--- src/rtl/fifo_pkg.sv ---
// Shared definitions for the dual-clock FIFO pointer controllers.
package fifo_pkg;

    localparam int ADDR_W_DEF = 3;
    localparam int DATA_W_DEF = 8;
    localparam int PTR_MAX_W  = 32;

    // Callers zero-extend into the wide form and cast the result back down.
    function automatic logic [PTR_MAX_W-1:0] bin2gray(
        input logic [PTR_MAX_W-1:0] i_bin
    );
        return i_bin ^ (i_bin >> 1);
    endfunction

endpackage

--- src/rtl/sync_2ff.sv ---
// Two-flop synchronizer for a Gray-coded pointer crossing clock domains.
module sync_2ff #(
    parameter int WIDTH = 4
) (
    input  logic             i_clk,
    input  logic             i_rst_n,
    input  logic [WIDTH-1:0] i_d,
    output logic [WIDTH-1:0] o_q
);

    logic [WIDTH-1:0] r_q1;
    logic [WIDTH-1:0] r_q2;

    always_ff @(posedge i_clk or negedge i_rst_n) begin
        if (!i_rst_n) begin
            r_q1 <= '0;
            r_q2 <= '0;
        end else begin
            r_q1 <= i_d;
            r_q2 <= r_q1;
        end
    end

    assign o_q = r_q2;

endmodule

--- src/rtl/fifo_rd_ctrl.sv ---
// Read-side FIFO controller: pointer sync, empty flag, and a two-entry
// output buffer that hides the memory's registered read latency.
module fifo_rd_ctrl
    import fifo_pkg::*;
#(
    parameter int ADDR_WIDTH = ADDR_W_DEF,
    parameter int DATA_WIDTH = DATA_W_DEF
) (
    input  logic                  r_clk,
    input  logic                  r_rst_n,
    input  logic [ADDR_WIDTH:0]   wptr_gray_async,
    output logic [ADDR_WIDTH:0]   rptr_gray,
    output logic                  r_empty,
    output logic                  mem_r_en,
    output logic [ADDR_WIDTH-1:0] mem_r_addr,
    input  logic [DATA_WIDTH-1:0] mem_r_data,
    output logic                  out_valid,
    input  logic                  out_ready,
    output logic [DATA_WIDTH-1:0] out_data
);

    localparam int PW = ADDR_WIDTH + 1;

    logic [PW-1:0]         w_wq2;
    logic [PW-1:0]         r_rbin;
    logic [PW-1:0]         w_rbin_next;
    logic [PW-1:0]         r_rptr_gray;
    logic [1:0]            r_occ;
    logic [1:0]            w_occ_next;
    logic                  r_pend;
    logic                  w_pop;
    logic                  w_issue;
    logic [2:0]            w_inflight;
    logic [DATA_WIDTH-1:0] r_head;
    logic [DATA_WIDTH-1:0] r_skid;
    logic [DATA_WIDTH-1:0] w_head_next;
    logic [DATA_WIDTH-1:0] w_skid_next;

    sync_2ff #(
        .WIDTH(PW)
    ) u_wsync (
        .i_clk  (r_clk),
        .i_rst_n(r_rst_n),
        .i_d    (wptr_gray_async),
        .o_q    (w_wq2)
    );

    assign r_empty    = (r_rptr_gray == w_wq2);
    assign rptr_gray  = r_rptr_gray;
    assign out_valid  = (r_occ != 2'd0);
    assign out_data   = r_head;
    assign w_pop      = out_valid & out_ready;
    assign w_inflight = {1'b0, r_occ} + {2'b0, r_pend} - {2'b0, w_pop};
    assign w_issue    = !r_empty && (w_inflight < 3'd2);
    assign mem_r_en   = w_issue;
    assign mem_r_addr = r_rbin[ADDR_WIDTH-1:0];
    assign w_rbin_next = r_rbin + PW'(w_issue);

    // When popping a full buffer, the skid word must reach the head first
    // so the returning read lands behind it.
    always_comb begin
        w_occ_next  = r_occ;
        w_head_next = r_head;
        w_skid_next = r_skid;
        case ({w_pop, r_pend})
            2'b11: begin
                if (r_occ == 2'd2) begin
                    w_head_next = r_skid;
                    w_skid_next = mem_r_data;
                end else begin
                    w_head_next = mem_r_data;
                end
            end
            2'b10: begin
                if (r_occ == 2'd2) begin
                    w_head_next = r_skid;
                end
                w_occ_next = r_occ - 2'd1;
            end
            2'b01: begin
                if (r_occ == 2'd0) begin
                    w_head_next = mem_r_data;
                end else begin
                    w_skid_next = mem_r_data;
                end
                w_occ_next = r_occ + 2'd1;
            end
            default: begin
            end
        endcase
    end

    always_ff @(posedge r_clk or negedge r_rst_n) begin
        if (!r_rst_n) begin
            r_rbin      <= '0;
            r_rptr_gray <= '0;
            r_pend      <= 1'b0;
            r_occ       <= 2'd0;
            r_head      <= '0;
            r_skid      <= '0;
        end else begin
            r_rbin      <= w_rbin_next;
            r_rptr_gray <= PW'(bin2gray(PTR_MAX_W'(w_rbin_next)));
            r_pend      <= w_issue;
            r_occ       <= w_occ_next;
            r_head      <= w_head_next;
            r_skid      <= w_skid_next;
        end
    end

endmodule

--- config.mk ---
export PLATFORM = sky130hd
export DESIGN_NAME = fifo_rd_ctrl
export DESIGN_NICKNAME = d
export VERILOG_FILES = /design/src/rtl/fifo_pkg.sv /design/src/rtl/sync_2ff.sv /design/src/rtl/fifo_rd_ctrl.sv
export SDC_FILE = /design/constraint.sdc
export NUM_CORES = 1
export LEC_CHECK = 0
export CAP_MARGIN = 40
export CELL_PAD_IN_SITES_DETAIL_PLACEMENT = 1
export CELL_PAD_IN_SITES_GLOBAL_PLACEMENT = 2
export CORE_MARGIN = 4
export CORE_UTILIZATION = 37
export DETAILED_ROUTE_END_ITERATION = 10
export PLACE_DENSITY = 0.82
export SLEW_MARGIN = 20
export SYNTH_ARGS = -nofsm -noshare
export SYNTH_HDL_FRONTEND = slang
export SYNTH_SLANG_ARGS = --single-unit
export TNS_END_PERCENT = 20
--- constraint.sdc ---
create_clock -name r_clk -period 5 [get_ports r_clk]
set_clock_uncertainty 0.1 [all_clocks]
set_input_delay 0.5 -clock r_clk [delete_from_list [all_inputs] [get_ports r_clk]]
set_output_delay 0.5 -clock r_clk [all_outputs]
set_load 0.05 [all_outputs]
==> impl_metrics.json, run 1 <==
{
  "status": "finished clean",
  "clk_path_buf_depth": 2,
  "vias": 1138,
  "grt_max_degree": 35,
  "cts_sinks": 34,
  "holdPathStages": 0,
  "cts_hold_buf": 0,
  "startpoint": "r_occ[1]",
  "grt_antenna_before_repair": 0,
  "grt_pass1_wl_um": 6130,
  "synth_cells": 130,
  "ios": 33,
  "worstSkewPairLatency_ps": 290,
  "reg2reg_to": "rptr_gray[2]",
  "finish.instance_area_sq_um": 2140,
  "synth_edf_count": 0,
  "synth-seq-cells": 34,
  "crit_type": "reg -> out",
  "antennaDiodeCount": 0,
  "finalSetupTns_ps": 0,
  "start_kind": "flip-flop",
  "start_util_pct": 38.3,
  "synth_cell_types": 27,
  "finalHoldViolations": 0,
  "hold-path-endpoint": "u_wsync.o_q[0]",
  "final_cell_mix": "34 x dfrtp_1, 32 x clkdlybuf4s50_1, 9 x xor2_1, 9 x mux2_2",
  "viasPerCell": 5.32,
  "synthAdderAreaFrac_pct": 6.40,
  "postSynthAreaPerCell_sq_um": 12.9,
  "rows": 24,
  "ant_nets": 0,
  "drc": 0,
  "post_cts_buffers": 0,
  "drt_pass1_iterations": 4,
  "synth_warnings": 0,
  "slew_violations": 0,
  "grt.total_usage_pct": 14.5,
  "dieArea_sq_um": 5680,
  "cap_violations": 0,
  "synthSimpleGateAreaFrac_pct": 7.97,
  "period_minus_slack_ps": 4240,
  "synthXorXnorAreaFrac_pct": 6.78,
  "cp_max_fo": 14,
  "cts_root_buf": "clkbuf_8",
  "tritoncts": "done",
  "die_y_um": 75.4,
  "synth_compound_area_share_pct": 18.5,
  "synth_seq_area_share_pct": 50.6,
  "max_freq_mhz": 236,
  "rrSetupSlack_ps": 1460,
  "rr_worst_depth": 12,
  "gp_congestion": 0.745,
  "final_common_cell": "dfrtp_1",
  "grt_overflow_total": 0,
  "drive_gt1_share_pct": 17.3,
  "crit_required_ps": 4400,
  "tightestPinTransition_ps": 512,
  "hpwl_um": 2750,
  "wl_um": 3730,
  "ctsResizeCount": 0,
  "nets": 184,
  "hold_start": "u_wsync.r_q1[0]",
  "drtIter0Drc": 33,
  "postSynth.asyncResetShare_pct": 100,
  "nFillCells": 443,
  "clk_pin_slew_ps": 70,
  "areaGrowthSynthToFinish_pct": 27.1,
  "synthFlopType": "dfrtp_1",
  "grt_pass1_vias": 1235,
  "crit_arrival_ps": 3640,
  "cts_buffers": 5,
  "wl_per_cell_um": 17.4,
  "synth_mux_area_share_pct": 6.03,
  "critPathCaptureType": "primary output",
  "setup_viol": 0,
  "io_buffers": 32,
  "hold_path_class": "reg -> reg",
  "place_area_sq_um": 2020,
  "r2r-start": "r_occ[1]",
  "synth_top_family_by_area": "compound AO/OA/AOI/OAI gates",
  "synth_area_sq_um": 1680,
  "die_w_um": 75.4,
  "slew_headroom_pct": 65.8,
  "min_period_over_period_pct": 84.7,
  "cts_max_level": 2,
  "post-route-util_pct": 48.7,
  "core_area_sq_um": 4380,
  "synth_nets": 153,
  "rsz0062_at_grt": "false"
}
==> synth_stat cells (2+ instances only) <==
cell type | number | share of area (%)
buf_6 | 2 | 1.3
dfrtp_1 | 34 | 51
buf_2 | 2 | 0.60
o31ai_2 | 7 | 5.2
and3b_1 | 8 | 4.2
buf_1 | 2 | 0.45
a211oi_1 | 8 | 3.6
xor2_1 | 9 | 4.7
xnor2_1 | 4 | 2.1
clkbuf_1 | 3 | 0.67
mux2_2 | 9 | 6.0
ha_1 | 7 | 5.2
nand2_1 | 5 | 1.1
a221oi_1 | 8 | 4.2
o211ai_1 | 8 | 3.6
inv_1 | 3 | 0.67
==> worst max-delay path by stage <==
stage / to / slack [ps] / cells past startpoint
after global placement: mem_r_en / 1100 / 9
after detailed placement: mem_r_en / 960 / 9
after CTS: mem_r_en / 700 / 9
after floorplan: rptr_gray[2] / 620 / 7
final: mem_r_en / 760 / 9
after global routing: mem_r_en / 490 / 9
==> sequential cells by signal (all words and copies together) (netlist names) <==
name / count
r_occ: 2
r_pend: 1
r_rbin: 4
r_skid: 8
rptr_gray: 3
out_data: 8
u_wsync.o_q: 4
u_wsync.r_q1: 4
==> through the flow <==
step / instances / hold slack [ps] / worst slack [ps]
floorplan: 130 / 104 / 615
global placement: 206 / 234 / 1100
detailed placement: 206 / 236 / 964
CTS: 214 / 255 / 698
global route: 214 / 259 / 488
finish: 214 / 253 / 764
==> cell type report <==
type	count	area (sq um)	share of cell area (%)
multi-input combinational	84	767	35.9
sequential	34	851	39.8
timing repair buffer	33	328	15.3
clock inverter	3	45.0	2.11
inverter	3	11.3	0.527
clock buffer	5	68.8	3.22
tap	52	65.1	3.05
==> critical path: stages, from the launching register on <==
cell             delay (ps)
dfrtp_1                 640
or2_1                   220
nand2_1                 110
ha_1                    560
nand2_1                 130
fa_1                    390
xnor2_1                 140
nand2_1                  70
nor2_1                  210
clkdlybuf4s50_1         870
==> cell families after synthesis <==
group	count (synthesis)
xor+xnor	13
compound gates	34
buf+inv	12
mux	9
simple gates	20
flops	34
fa+ha+maj	8
==> layer usage <==
layer | share of wire, % | global-route usage, % | wire, um | vias to the layer above
li1 | - | - | - | 549
met4 | 1.8 | 5.83 | 68 | 0
met2 | 48 | 24.3 | 1790 | 33
met5 | 0 | 0 | 0 | -
met3 | 5.7 | 4.22 | 214 | 8
met1 | 45 | 17.7 | 1660 | 548
Power of run 1 is left out: the tool's default activity adds up to more than one toggle a clock period on the data nets, which glitch-free logic cannot reach.
==> run 2, diff against run 1 <==
- CORE_UTILIZATION: 37 -> 34
- PLACE_DENSITY: 0.82 -> 0.76
- clock period: 5 -> 4.4 ns (I/O delays scaled with it)
==> run 2 against run 1 <==
Die area is 7.9% higher; via count down 0.18%; worst setup slack got worse by 470 ps; final area up 0.88%; global-route usage decreased by 1.1 points; sequential share of layout area shrank 0.35 points; cell count up 7.0%; first-iteration DRC count increased to 2.8 times the previous value; flip-flop and latch count stayed put; worst hold slack got worse by 0.97 ps; register-to-register slack worse by 550 ps; critical path depth unchanged.
==> impl_metrics.json, run 2 (same netlist as run 1, synthesis figures left out) <==
{
  "grt_use_met3_pct": 3.90,
  "crit_arrival_ps": 3570,
  "crit_type": "reg -> out",
  "cts_hold_buf": 0,
  "max_freq_mhz": 243,
  "start_kind": "flip-flop",
  "grt.total_usage_pct": 13.4,
  "drive_gt1_share_pct": 17.3,
  "rows": 25,
  "tightestPinTransition_ps": 522,
  "place_area_sq_um": 2040,
  "cts_root_buf": "clkbuf_8",
  "grt_antenna_before_repair": 0,
  "ant_nets": 0,
  "slew_headroom_pct": 65.1,
  "clk_path_buf_depth": 2,
  "cts_max_level": 2,
  "status": "finished clean",
  "wl_per_cell_um": 16.2,
  "grt_use_met1_pct": 17.3,
  "met2_usage_pct": 21.7,
  "register_area_sq_um": 851,
  "grt_max_degree": 35,
  "placedCellCount": 221,
  "slew_violations": 0,
  "multi_input_area_sq_um": 767,
  "post_cts_buffers": 0,
  "ctsResizeCount": 0,
  "period_minus_slack_ps": 4110,
  "io_buffers": 32,
  "gp_congestion": 0.751,
  "antennaDiodeCount": 0,
  "cp_max_fo": 14,
  "grt_pass1_wl_um": 6460,
  "finalSetupTns_ps": 0,
  "finish.instance_area_sq_um": 2150,
  "rsz0062_at_grt": "false",
  "die_y_um": 78.3,
  "grt_pass1_vias": 1287,
  "viasPerCell": 4.96,
  "cts_sinks": 34,
  "grt_overflow_total": 0,
  "finalHoldViolations": 0,
  "drtIter0Drc": 93,
  "drc": 0,
  "critPathCaptureType": "primary output",
  "start_util_pct": 35.3,
  "final_cell_mix": "34 x dfrtp_1, 32 x clkdlybuf4s50_1, 9 x xor2_1, 9 x mux2_2",
  "core_area_sq_um": 4750,
  "drt_pass1_iterations": 4,
  "cts_buffers": 5,
  "hold_path_class": "reg -> reg",
  "nets": 184,
  "clk_pin_slew_ps": 70,
  "grt-busiest-layer": "met2",
  "die_w_um": 78.3,
  "dieArea_sq_um": 6130,
  "wl_um": 3720,
  "min_period_over_period_pct": 93.4,
  "final_common_cell": "dfrtp_1",
  "vias": 1136,
  "cap_violations": 0,
  "hpwl_um": 2780,
  "setup_viol": 0,
  "tritoncts": "done",
  "ios": 33,
  "areaGrowthSynthToFinish_pct": 28.2,
  "worstSkewPairLatency_ps": 280,
  "nFillCells": 512,
  "fin_cells": 229,
  "crit_required_ps": 3860
}
## run 2: cell counts in the layout (fill, tap and decap cells not counted)
No cell type changed its count.
## run 2: layout make-up
| cell class | instances | area share [%] |
|---|---|---|
| Sequential cell | 34 | 39.5 |
| Multi-Input combinational cell | 84 | 35.6 |
| Timing Repair Buffer | 33 | 15.2 |
| Tap cell | 67 | 3.89 |
| Clock buffer | 5 | 3.19 |
| Clock inverter | 3 | 2.09 |
| Inverter | 3 | 0.523 |
## run 2: metal layers
layer,vias up,share of wire [%]
li1,543,-
met2,35,48
met4,0,0.91
met1,554,45
met3,4,6.1
met5,-,0
## run 2: worst paths after layout
| kind | cells after the start | endpoint | startpoint | slack (ps) |
|---|---|---|---|---|
| max in group asynchronous | 2 | r_pend | r_rst_n | 3420 |
| setup / recovery | 9 | mem_r_en | r_occ[1] | 290 |
| min in group asynchronous | 2 | out_data[7] | r_rst_n | 460 |
| setup reg to reg | 12 | rptr_gray[2] | r_occ[1] | 910 |
| hold / removal | 0 | u_wsync.o_q[2] | u_wsync.r_q1[2] | 250 |
| hold reg to reg | 0 | u_wsync.o_q[2] | u_wsync.r_q1[2] | 250 |
## run 2: metrics by stage
stage | setup WS, ps | util [%] | hold slack [ps]
after floorplan | 15.2 | - | 44.4
after global placement | 612 | 42.9 | 233
after detailed placement | 541 | 42.9 | 236
after CTS | 261 | 45.3 | 254
after global routing | 19.3 | 45.3 | 258
final | 290 | 45.3 | 252
## run 2: worst max-delay path, stage by stage, from the launching register on
cell             delay [ps]
dfrtp_1                 640
or2_1                   220
nand2_1                 110
ha_1                    550
nand2_1                 120
fa_1                    390
xnor2_1                 140
nand2_1                  70
nor2_1                  190
clkdlybuf4s50_1         850
Power of run 2 is left out for the same reason.
